### config.mk
export PLATFORM = sky130hd
export DESIGN_NAME = aes_word_loader
export DESIGN_NICKNAME = d
export VERILOG_FILES = /design/src/rtl/aes_word_loader.sv
export SDC_FILE = /design/constraint.sdc
export NUM_CORES = 1
export LEC_CHECK = 0
export BUFFER_PORTS_ARGS = -buffer_cell sky130_fd_sc_hd__buf_2
export CAP_MARGIN = 20
export CORE_MARGIN = 4
export CORE_UTILIZATION = 55
export CTS_CLUSTER_SIZE = 24
export DETAILED_ROUTE_END_ITERATION = 7
export PLACE_DENSITY_LB_ADDON = 0.25
export REMOVE_ABC_BUFFERS = 1
export SYNTH_ARGS = -nofsm -noshare
export SYNTH_HDL_FRONTEND = slang
export SYNTH_SLANG_ARGS = --single-unit
### constraint.sdc
create_clock -name clk -period 11.8 [get_ports clk]
set_input_delay 1.77 -clock clk [delete_from_list [all_inputs] [get_ports clk]]
set_output_delay 1.77 -clock clk [all_outputs]
set_load 0.05 [all_outputs]
### src/rtl/aes_word_loader.sv
// Word-serial to block-parallel input stage of the Rijndael datapath.
// Packs WORD_W-bit words MSB-first into a BLOCK_W-bit block behind valid/ready.
module aes_word_loader #(
  parameter int WORD_W  = 32,
  parameter int BLOCK_W = 128
) (
  input  logic               clk,
  input  logic               rst,
  input  logic               clr,
  input  logic [WORD_W-1:0]  in_data,
  input  logic               in_valid,
  input  logic               in_last,
  output logic               in_ready,
  output logic [BLOCK_W-1:0] out_data,
  output logic               out_valid,
  output logic               out_last,
  input  logic               out_ready,
  output logic               err
);

  localparam int NWORDS = BLOCK_W / WORD_W;
  localparam int CNT_W  = (NWORDS > 1) ? $clog2(NWORDS) : 1;
  localparam logic [CNT_W-1:0] LAST_IDX = CNT_W'(NWORDS - 1);

  typedef enum logic {
    FILL = 1'b0,
    FULL = 1'b1
  } state_e;

  state_e               state_q, state_d;
  logic [CNT_W-1:0]     cnt_q, cnt_d;
  logic [BLOCK_W-1:0]   data_q, data_d;
  logic                 last_q, last_d;
  logic                 err_q, err_d;

  logic accept;
  logic drain;
  logic close;

  // out_ready -> in_ready is the only combinational path through the block.
  assign in_ready = (state_q == FILL) | out_ready;
  assign accept   = in_valid & in_ready;
  assign drain    = (state_q == FULL) & out_ready;
  assign close    = accept & (in_last | (cnt_q == LAST_IDX));

  always_comb begin
    // NOTE: every variable gets a default first so no path can infer a latch.
    state_d = state_q;
    cnt_d   = cnt_q;
    data_d  = data_q;
    last_d  = last_q;
    err_d   = err_q;

    if (clr) begin
      state_d = FILL;
      cnt_d   = '0;
      data_d  = '0;
      last_d  = 1'b0;
      err_d   = 1'b0;
    end else begin
      if (accept) begin
        // The first word of a block wipes the previous block's contents.
        if (cnt_q == '0) data_d = '0;
        for (int k = 0; k < NWORDS; k++) begin
          if (cnt_q == CNT_W'(k)) data_d[BLOCK_W-1-k*WORD_W -: WORD_W] = in_data;
        end
        cnt_d = close ? '0 : cnt_q + 1'b1;
      end

      if (close) begin
        state_d = FULL;
        last_d  = in_last;
        if (cnt_q != LAST_IDX) err_d = 1'b1;
      end else if (drain) begin
        state_d = FILL;
      end
    end
  end

  // NOTE: sequential state uses non-blocking assignments only; the data register
  // is reset because out_data must read zero straight out of reset.
  always_ff @(posedge clk or posedge rst) begin
    if (rst) begin
      state_q <= FILL;
      cnt_q   <= '0;
      data_q  <= '0;
      last_q  <= 1'b0;
      err_q   <= 1'b0;
    end else begin
      state_q <= state_d;
      cnt_q   <= cnt_d;
      data_q  <= data_d;
      last_q  <= last_d;
      err_q   <= err_d;
    end
  end

  assign out_valid = (state_q == FULL);
  assign out_data  = data_q;
  assign out_last  = last_q;
  assign err       = err_q;

endmodule
==> key figures, run 1 <==
Worst setup path
  – Reg2reg setup slack: 9380 ps
  – Worst Path Buf+Inv: 3
  – Crit-path max cell delay: 270 ps
  – Reg2reg end: out_data[17]
  – CP Launch Point: out_ready
  – CP top delay family: buffers and inverters
  – Critical R2R Launch: cnt_q[0]
  – Slowest CP cell: nor2b_4
  – Crit. End Element: output port
  – Crit path max fanout: 11
  – Worst path depth: 4
  – Critical Path AT: 2620 ps
  – Critical path cell sequence: buf_2, nor2b_4, inv_2, buf_2
  – Worst r2r path cells: 5
  – Worst setup SP type: primary input
  – Kind of critical path: in -> out
  – Setup crit end: in_ready
  – WP data required: 10030 ps
  – Most frequent CP cell: buf_2

Power and ir drop
  – Power Total: 1.08 mW
  – Leakage: 3.67 nW
  – Max VDD drop: 0.000102 V
  – Pwr dens: 158 nW/µm²

Clock network
  – Post-CTS Setup Inserts: 0
  – CTS max path bufs: 2
  – Clock transition at path regs: 60 ps
  – Total CTS buffers: 17
  – H-tree depth: 4
  – Hold buffer count at cts: 0
  – Buffer type at the clock tree root: clkbuf_8
  – Worst-Skew Late Latency: 510 ps
  – CTS tree: done
  – Post-CTS sizing: 0
  – CTS sink cnt: 133

Drt
  – DRT iter0 DRCs: 157
  – DR WL/cell: 19.3 µm
  – Post-DR vias/cell: 5.63
  – ANT nets after route: 0
  – # DRC: 0
  – First-pass iteration count of the detailed router: 4
  – Routed wire length: 13.6 mm
  – Vias post-DR: 3955

STA
  – Max-slew headroom: 0.286
  – Worst Skew: 6.40 ps
  – Max Slew Vio Count: 0
  – FMAX: 228 MHz
  – Worst Tran Pin Value: 1070 ps
  – Final Cycle Share: 0.372
  – Final Hold Viols: 0
  – RSZ-0062 raised after global routing: no
  – Setup-failing EPs final: 0
  – Minimum clock period: 4390 ps
  – Final TNS setup: 0 ps

Synth
  – Register area share after synthesis: 0.611
  – Share of the synthesized area in the top cell type: 0.611
  – Unique cell type count in the Yosys netlist: 27
  – Ys Warns: 0
  – Synth top area cells: dfrtp_1 61%, a22o_1 15%, nand2b_1 7.5%, mux2i_1 5.9%, buf_6 3.1%
  – Post-Syn Area: 5450 µm²
  – Synthesized flop and latch total: 133
  – Avg Inst Size Synth: 13.8 µm²
  – Synth Instances: 396
  – Post-synth top area cell: dfrtp_1

Job
  – Max cap viols: 0

Floorplanning
  – Die Height: 108 µm
  – Row count: 36
  – Core ar.: 9730 µm²
  – Initial Util: 0.560
  – Die Area: 11600 µm²
  – I/O Pins: 170
  – DIE WIDTH: 108 µm

Layout
  – Nets: 598
  – Share of layout cells above drive strength 1: 0.380
  – Antenna Cells: 0
  – Final Util: 0.700
  – Area grow syn2layout: 25.0%
  – Commonest non-fill, non-tap cell in the layout: buf_2
  – Most frequent cells in the layout: 169 x buf_2, 133 x dfrtp_1, 95 x a22o_1, 65 x nand2b_1, 32 x mux2i_1

Placed design
  – Post-DP HPWL: 8.71 mm
  – Port Buffers: 169
  – Routability cong.: 0.787

Global route
  – GRT Total Usage: 0.247
  – Largest net degree at the start of global routing: 75
  – First-pass GRT wire length: 22.1 mm
  – Vias in the first global route: 4273
  – Initial antenna violation count: 0
  – Total gr overflow: 0

Outcome
  – Status: completed

Min path
  – Hold/Removal Path Class: reg -> reg
## layout make-up
class / count / area, µm²
clock inverters: 9 / 77.6
fillers: 741 / 2920
clock buffers: 23 / 467
multi-input cells: 224 / 1860
repair buffers: 174 / 883
well taps: 133 / 166
flip-flops and latches: 133 / 3330
inverters: 6 / 25.0
## per-layer routing
layer | vias up | GRT usage | wire, µm
met2 | 149 | 0.397 | 6700
met1 | 2039 | 0.323 | 5890
met4 | 0 | 0.0866 | 180
li1 | 1755 | - | -
met3 | 12 | 0.0726 | 785
met5 | - | 0 | 0
## report_power, final
group          internal (mW)  switching (mW)  total [mW]
registers              0.468         0.00713       0.475
logic                 0.0302          0.0887       0.119
clock network          0.294           0.190       0.484
total                  0.792           0.286        1.08
## per-stage QoR
stage	cells	area (µm²)	hold WS, ps	setup slack [ps]
after CTS	702	6810	496	7420
after floorplan	363	5190	550	6480
after global routing	702	6810	507	7360
final	702	6810	493	7410
after global placement	670	6260	480	7440
after detailed placement	670	6260	479	7420
## cells in the mapped netlist, drive strengths merged
cell	instances
and3	1
nand4	3
nor2	2
nor4b	1
or2	2
a22o	95
inv	6
nand3	1
o31ai	2
a31oi	2
buf	26
dfrtp	133
a41oi	1
clkbuf	7
o21ai	3
nor2b	2
nor3b	1
nand2b	65
nor3	1
ha	4
a21oi	6
mux2i	32
## flip-flops by register name (all words and copies together), names as in the netlist
name	flops
out_data	128
cnt_q	2
err	1
out_last	1
out_valid	1
## worst min-delay path by stage
stage,startpoint,to,slack (ps),depth (start not counted)
after floorplan,cnt_q[1],cnt_q[1],550,2
after global placement,out_data[49],out_data[49],480,1
after detailed placement,out_data[36],out_data[36],480,1
after CTS,out_data[47],out_data[47],500,1
after global routing,out_data[47],out_data[47],510,1
final,out_data[56],out_data[56],490,1
## worst reg2reg max path, stage by stage, from the launching register on
cell and delay [ps]:
dfrtp_1 500, inv_1 130, ha_1 240, or2_2 320
a31oi_4 870, a22o_1 290
## cells by family (layout without fill, tap and decap cells)
group,Yosys count,count (layout),synth area share
adder cells (fa/ha/maj),4,4,0.00919
flip-flops,133,133,0.611
buffers and inverters,39,212,0.0514
AND/OR/NAND/NOR,79,79,0.0960
multiplexers,32,32,0.0588
AO/OA/AOI/OAI,109,109,0.174
Note: power is estimated with default switching activity, not from simulation.
==> run 2: changes to the inputs <==
ABC_AREA = 1   (was not set)
CORE_UTILIZATION = 47   (was 55)
clock period = 4 ns   (was 11.8 ns; I/O delays follow)
==> run 2 against run 1 <==
Against the previous run:
- synthesized cell count grew 70%
- sequential cell count unchanged
- synthesized area increased by 4.7%
- combinational power grew to 4.1 times the previous value
- via count increased by 32%
- clock power rose to 3.3 times the previous value
- highest routed layer unchanged
- power rose to 3.2 times the previous value
- critical endpoint is now out_data[114]
==> key figures, run 2 <==
Floorplanning
  – Die Height: 118 µm
  – Initial Util: 0.489
  – DIE WIDTH: 118 µm
  – Core ar.: 11700 µm²
  – Row count: 39
  – Die Area: 14000 µm²
  – I/O Pins: 170

Global route
  – GRT Total Usage: 0.245
  – Total gr overflow: 0
  – Gr busiest metal: met2
  – Initial antenna violation count: 0
  – Met2 GRT Util: 0.388
  – Met3 Use GR: 0.0707
  – First-pass GRT wire length: 27.5 mm
  – Met1 usage in global routing: 0.332
  – Vias in the first global route: 5250
  – Largest net degree at the start of global routing: 57

Synth
  – Synth Instances: 675
  – Post-Syn Area: 5710 µm²
  – Most numerous cell in the Yosys netlist: nand2_1
  – Post-synth top area cell: dfrtp_1
  – Post-synth EDFFs: 0
  – Post-synth top cells: 237 x nand2_1, 162 x nand3_1, 133 x dfrtp_1, 44 x inv_1, 34 x nor2_1
  – Share of the synthesized area in the top cell type: 0.583
  – FFs w/ async S/R, synth: 1.00
  – Synth top area cells: dfrtp_1 58%, nand2_1 16%, nand3_1 14%, inv_1 2.9%, nor2_1 2.2%
  – Synthesized flop and latch total: 133
  – Ys Warns: 0
  – Ys flop type: dfrtp_1
  – Unique cell type count in the Yosys netlist: 19
  – Avg Inst Size Synth: 8.45 µm²
  – Register area share after synthesis: 0.583

Clock network
  – Total CTS buffers: 17
  – Buffer type at the clock tree root: clkbuf_16
  – Post-CTS Setup Inserts: 0
  – Post-CTS sizing: 0
  – Worst-Skew Late Latency: 410 ps
  – CTS sink cnt: 133
  – CTS tree: done
  – Clock transition at path regs: 60 ps
  – CTS max path bufs: 2
  – Hold buffer count at cts: 0
  – H-tree depth: 4

Drt
  – DRT iter0 DRCs: 444
  – Vias post-DR: 5230
  – First-pass iteration count of the detailed router: 6
  – ANT nets after route: 0
  – # DRC: 0
  – DR WL/cell: 17.0 µm
  – Post-DR vias/cell: 5.32
  – Routed wire length: 16.8 mm

Min path
  – Hold/Removal Path Class: in -> async

Layout
  – Nets: 870
  – Multi-input gate area: 1950 µm²
  – Antenna Cells: 0
  – Area grow syn2layout: 25.8%
  – Most frequent cells in the layout: 237 x nand2_1, 169 x buf_2, 162 x nand3_1, 133 x dfrtp_1, 43 x inv_1
  – Largest register FFs: 128
  – Storage cell area: 3330 µm²
  – FILL cells: 1027
  – Share of layout cells above drive strength 1: 0.260
  – Commonest non-fill, non-tap cell in the layout: nand2_1

STA
  – FMAX: 416 MHz
  – RSZ-0062 raised after global routing: no
  – Final Cycle Share: 0.601
  – Max-slew headroom: 0.414
  – Final Hold Viols: 0
  – Worst Tran Pin Value: 879 ps
  – Worst Skew: 8.42 ps
  – Minimum clock period: 2400 ps
  – Worst hold slack: 314 ps
  – Setup-failing EPs final: 0
  – Max Slew Vio Count: 0

Placed design
  – Routability cong.: 0.822
  – Port Buffers: 169
  – Post-DP HPWL: 10.6 mm

Power and ir drop
  – Max VDD drop: 0.000290 V
  – Leakage: 4.44 nW
  – Power Total: 3.50 mW
  – Pwr dens: 487 nW/µm²

Worst setup path
  – Crit path max fanout: 49
  – Crit. End Element: flop
  – Critical Path AT: 2700 ps
  – Worst setup SP type: primary input
  – WP data required: 4300 ps
  – Kind of critical path: in -> reg

Job
  – Max cap viols: 0

Outcome
  – Status: completed
[run 2: path summary, 6_finish.rpt]
kind	start	to	slack, ps	cells after the start
min reg2reg	out_data[107]	out_data[107]	470	2
max reg2reg	out_valid	out_data[36]	1630	5
max in group asynchronous	rst	out_data[32]	2830	3
min in group clk	out_data[107]	out_data[107]	470	2
max	clr	out_data[114]	1600	7
min	rst	out_data[17]	310	2
[run 2: where the power goes]
| part | leakage (nW) | internal, mW | switching [mW] |
|---|---|---|---|
| combinational | 2.33 | 0.0960 | 0.397 |
| sequential | 1.82 | 1.40 | 0.0308 |
| clock | 0.285 | 0.992 | 0.586 |
| total | 4.44 | 2.48 | 1.01 |
[run 2: logic make-up (layout without fill, tap and decap cells)]
logic type / count (synthesis) / in the layout / synth area share
flip-flops: 133 / 133 / 0.583
adder cells (fa/ha/maj): 4 / 4 / 0.00877
buffers and inverters: 93 / 259 / 0.0743
AND/OR/NAND/NOR: 441 / 441 / 0.330
AO/OA/AOI/OAI: 4 / 4 / 0.00351
[run 2: metrics by stage]
stage	TNS, ps	cells	area (µm²)	setup slack [ps]	utilization
final	0	984	7180	1600	0.615
after global routing	0	984	7180	1400	0.615
after CTS	0	984	7180	1630	0.615
after detailed placement	0	952	6580	1210	0.564
after global placement	0	952	6580	1290	0.564
after floorplan	-20540	627	5450	-154	-
[run 2: area by class of cell]
cell class              count  share of cell area
clock buffers              19              0.0617
clock inverters            13              0.0220
inverters                  45              0.0239
multi-input cells         449               0.272
flip-flops and latches    133               0.464
well taps                 143              0.0249
repair buffers            182               0.131
[run 2: worst max-delay path, cell delays in order]
cell,delay [ps]
buf_2,360
inv_1,160
nand2_4,420
nand2_1,600
buf_4,410
nand2_1,80
nand2_1,60
[run 2: routing by layer]
layer,vias to the layer above,wire [µm]
li1,2452,-
met1,2491,7210
met2,266,7990
met3,21,1430
met4,0,141
met5,-,0
==> run 3: changes to the inputs <==
ABC_AREA = 0   (was 1)
CORE_UTILIZATION = 51   (was 47)
clock period = 2.4 ns   (was 4 ns; I/O delays follow)
==> run 3 against run 2 <==
Against the previous run:
- routed wire length down 13%
- final cell count shrank 27%
- register-to-register slack got worse by 1300 ps
- first-iteration DRC count fell by 49%
- die area down 11%
- combinational power increased by 25%
- critical path type is now reg -> reg
- critical endpoint is now out_data[16]
- largest power group unchanged
- highest routed layer unchanged
==> key figures, run 3 (synthesized netlist as in run 1, its figures left out) <==
Outcome
  – Status: completed

Drt
  – ANT nets after route: 0
  – Routed wire length: 14.5 mm
  – Vias post-DR: 4077
  – # DRC: 0
  – First-pass iteration count of the detailed router: 4
  – Post-DR vias/cell: 5.67
  – DR WL/cell: 20.2 µm
  – DRT iter0 DRCs: 226

Worst setup path
  – Crit path max fanout: 12
  – Worst setup SP type: flop
  – WP data required: 2850 ps
  – Kind of critical path: reg -> reg
  – Critical Path AT: 2520 ps
  – Crit. End Element: flop

STA
  – Setup-failing EPs final: 0
  – Max-slew headroom: 0.569
  – Final Cycle Share: 0.863
  – RSZ-0062 raised after global routing: no
  – Max Slew Vio Count: 0
  – FMAX: 483 MHz
  – Worst Tran Pin Value: 647 ps
  – Final Hold Viols: 0
  – Worst Skew: 5.05 ps
  – Minimum clock period: 2070 ps

Clock network
  – Post-CTS sizing: 0
  – CTS sink cnt: 133
  – H-tree depth: 4
  – Clock transition at path regs: 60 ps
  – CTS max path bufs: 2
  – Worst-Skew Late Latency: 520 ps
  – Total CTS buffers: 17
  – CTS tree: done
  – Buffer type at the clock tree root: clkbuf_8

Layout
  – Commonest non-fill, non-tap cell in the layout: buf_2
  – Share of layout cells above drive strength 1: 0.397
  – Area grow syn2layout: 28.8%
  – Final cell count without fillers: 719
  – Most frequent cells in the layout: 169 x buf_2, 133 x dfrtp_1, 95 x a22o_1, 65 x nand2b_1, 32 x mux2i_1
  – Final Util: 0.677
  – Largest register FFs: 128
  – Nets: 613

Power and ir drop
  – Pwr dens: 800 nW/µm²
  – Max VDD drop: 0.000475 V
  – Leakage: 3.77 nW

Global route
  – Total gr overflow: 0
  – First-pass GRT wire length: 23.8 mm
  – Vias in the first global route: 4364
  – GRT Total Usage: 0.242
  – Largest net degree at the start of global routing: 69
  – Initial antenna violation count: 1

Floorplanning
  – Core ar.: 10400 µm²
  – Die Height: 111 µm
  – DIE WIDTH: 111 µm
  – I/O Pins: 170
  – Initial Util: 0.525
  – Die Area: 12400 µm²
  – Row count: 37

Placed design
  – Post-DP HPWL: 9.99 mm
  – Placed Cells incl. Taps: 687
  – Port Buffers: 169
  – Routability cong.: 0.782

Job
  – Max cap viols: 0

Min path
  – Hold/Removal Path Class: in -> reg
-- run 3: area by class of cell --
| class | instances | area (µm²) |
|---|---|---|
| Clock buffer | 18 | 428 |
| Antenna cell | 1 | 2.50 |
| Multi-Input combinational cell | 224 | 1860 |
| Clock inverter | 12 | 180 |
| Sequential cell | 133 | 3330 |
| Timing Repair Buffer | 189 | 1020 |
| Inverter | 6 | 25.0 |
| Fill cell | 795 | 3350 |
| Tap cell | 136 | 170 |
-- run 3: final timing paths --
| path | to | from | slack, ps | cells past startpoint |
|---|---|---|---|---|
| worst max-delay path | out_data[16] | cnt_q[0] | 330 | 6 |
| worst min-delay path | out_data[71] | in_data[7] | 110 | 2 |
| worst max register to register | out_data[16] | cnt_q[0] | 330 | 6 |
| worst min register to register | out_data[37] | out_data[37] | 490 | 1 |
| max in group asynchronous | out_data[30] | rst | 1130 | 4 |
| min in group asynchronous | out_data[84] | rst | 500 | 3 |
-- run 3: through the flow --
stage	setup slack, ps	power, mW	instance area [µm²]	hold WS (ps)	TNS, ps
finish	330	5.62	7020	109	0
global route	227	5.82	7020	90.2	0
CTS	320	5.66	7020	86.1	0
detailed placement	349	2.99	6400	476	0
global placement	449	2.98	6400	478	0
floorplan	-1510	2.76	5190	423	-210140
-- run 3: power by group --
part	total, mW	internal [mW]	switching (mW)
registers	2.33	2.30	0.0332
clock network	2.67	1.70	0.964
logic	0.618	0.169	0.449
total	5.62	4.17	1.45
-- run 3: layer usage --
metal | vias to the layer above | track usage | part of all wire
met2 | 190 | 0.382 | 0.48
met1 | 2081 | 0.327 | 0.42
met3 | 26 | 0.0685 | 0.084
li1 | 1780 | - | -
met4 | 0 | 0.0795 | 0.019
met5 | - | 0 | 0
-- run 3: critical path: stages (launching register included) --
cell and delay [ps]:
dfrtp_1 500, inv_1 140, ha_1 240, or2_2 320
a31oi_4 360, buf_4 270, a22o_1 170
-- run 3: repair_timing --
| item | in CTS | in global routing |
|---|---|---|
| buffers inserted | 0 | 0 |
| hold buffers | 1 | 0 |
| endpoints found under the hold margin | 48 | 0 |
| endpoints found under the setup margin | 0 | 0 |
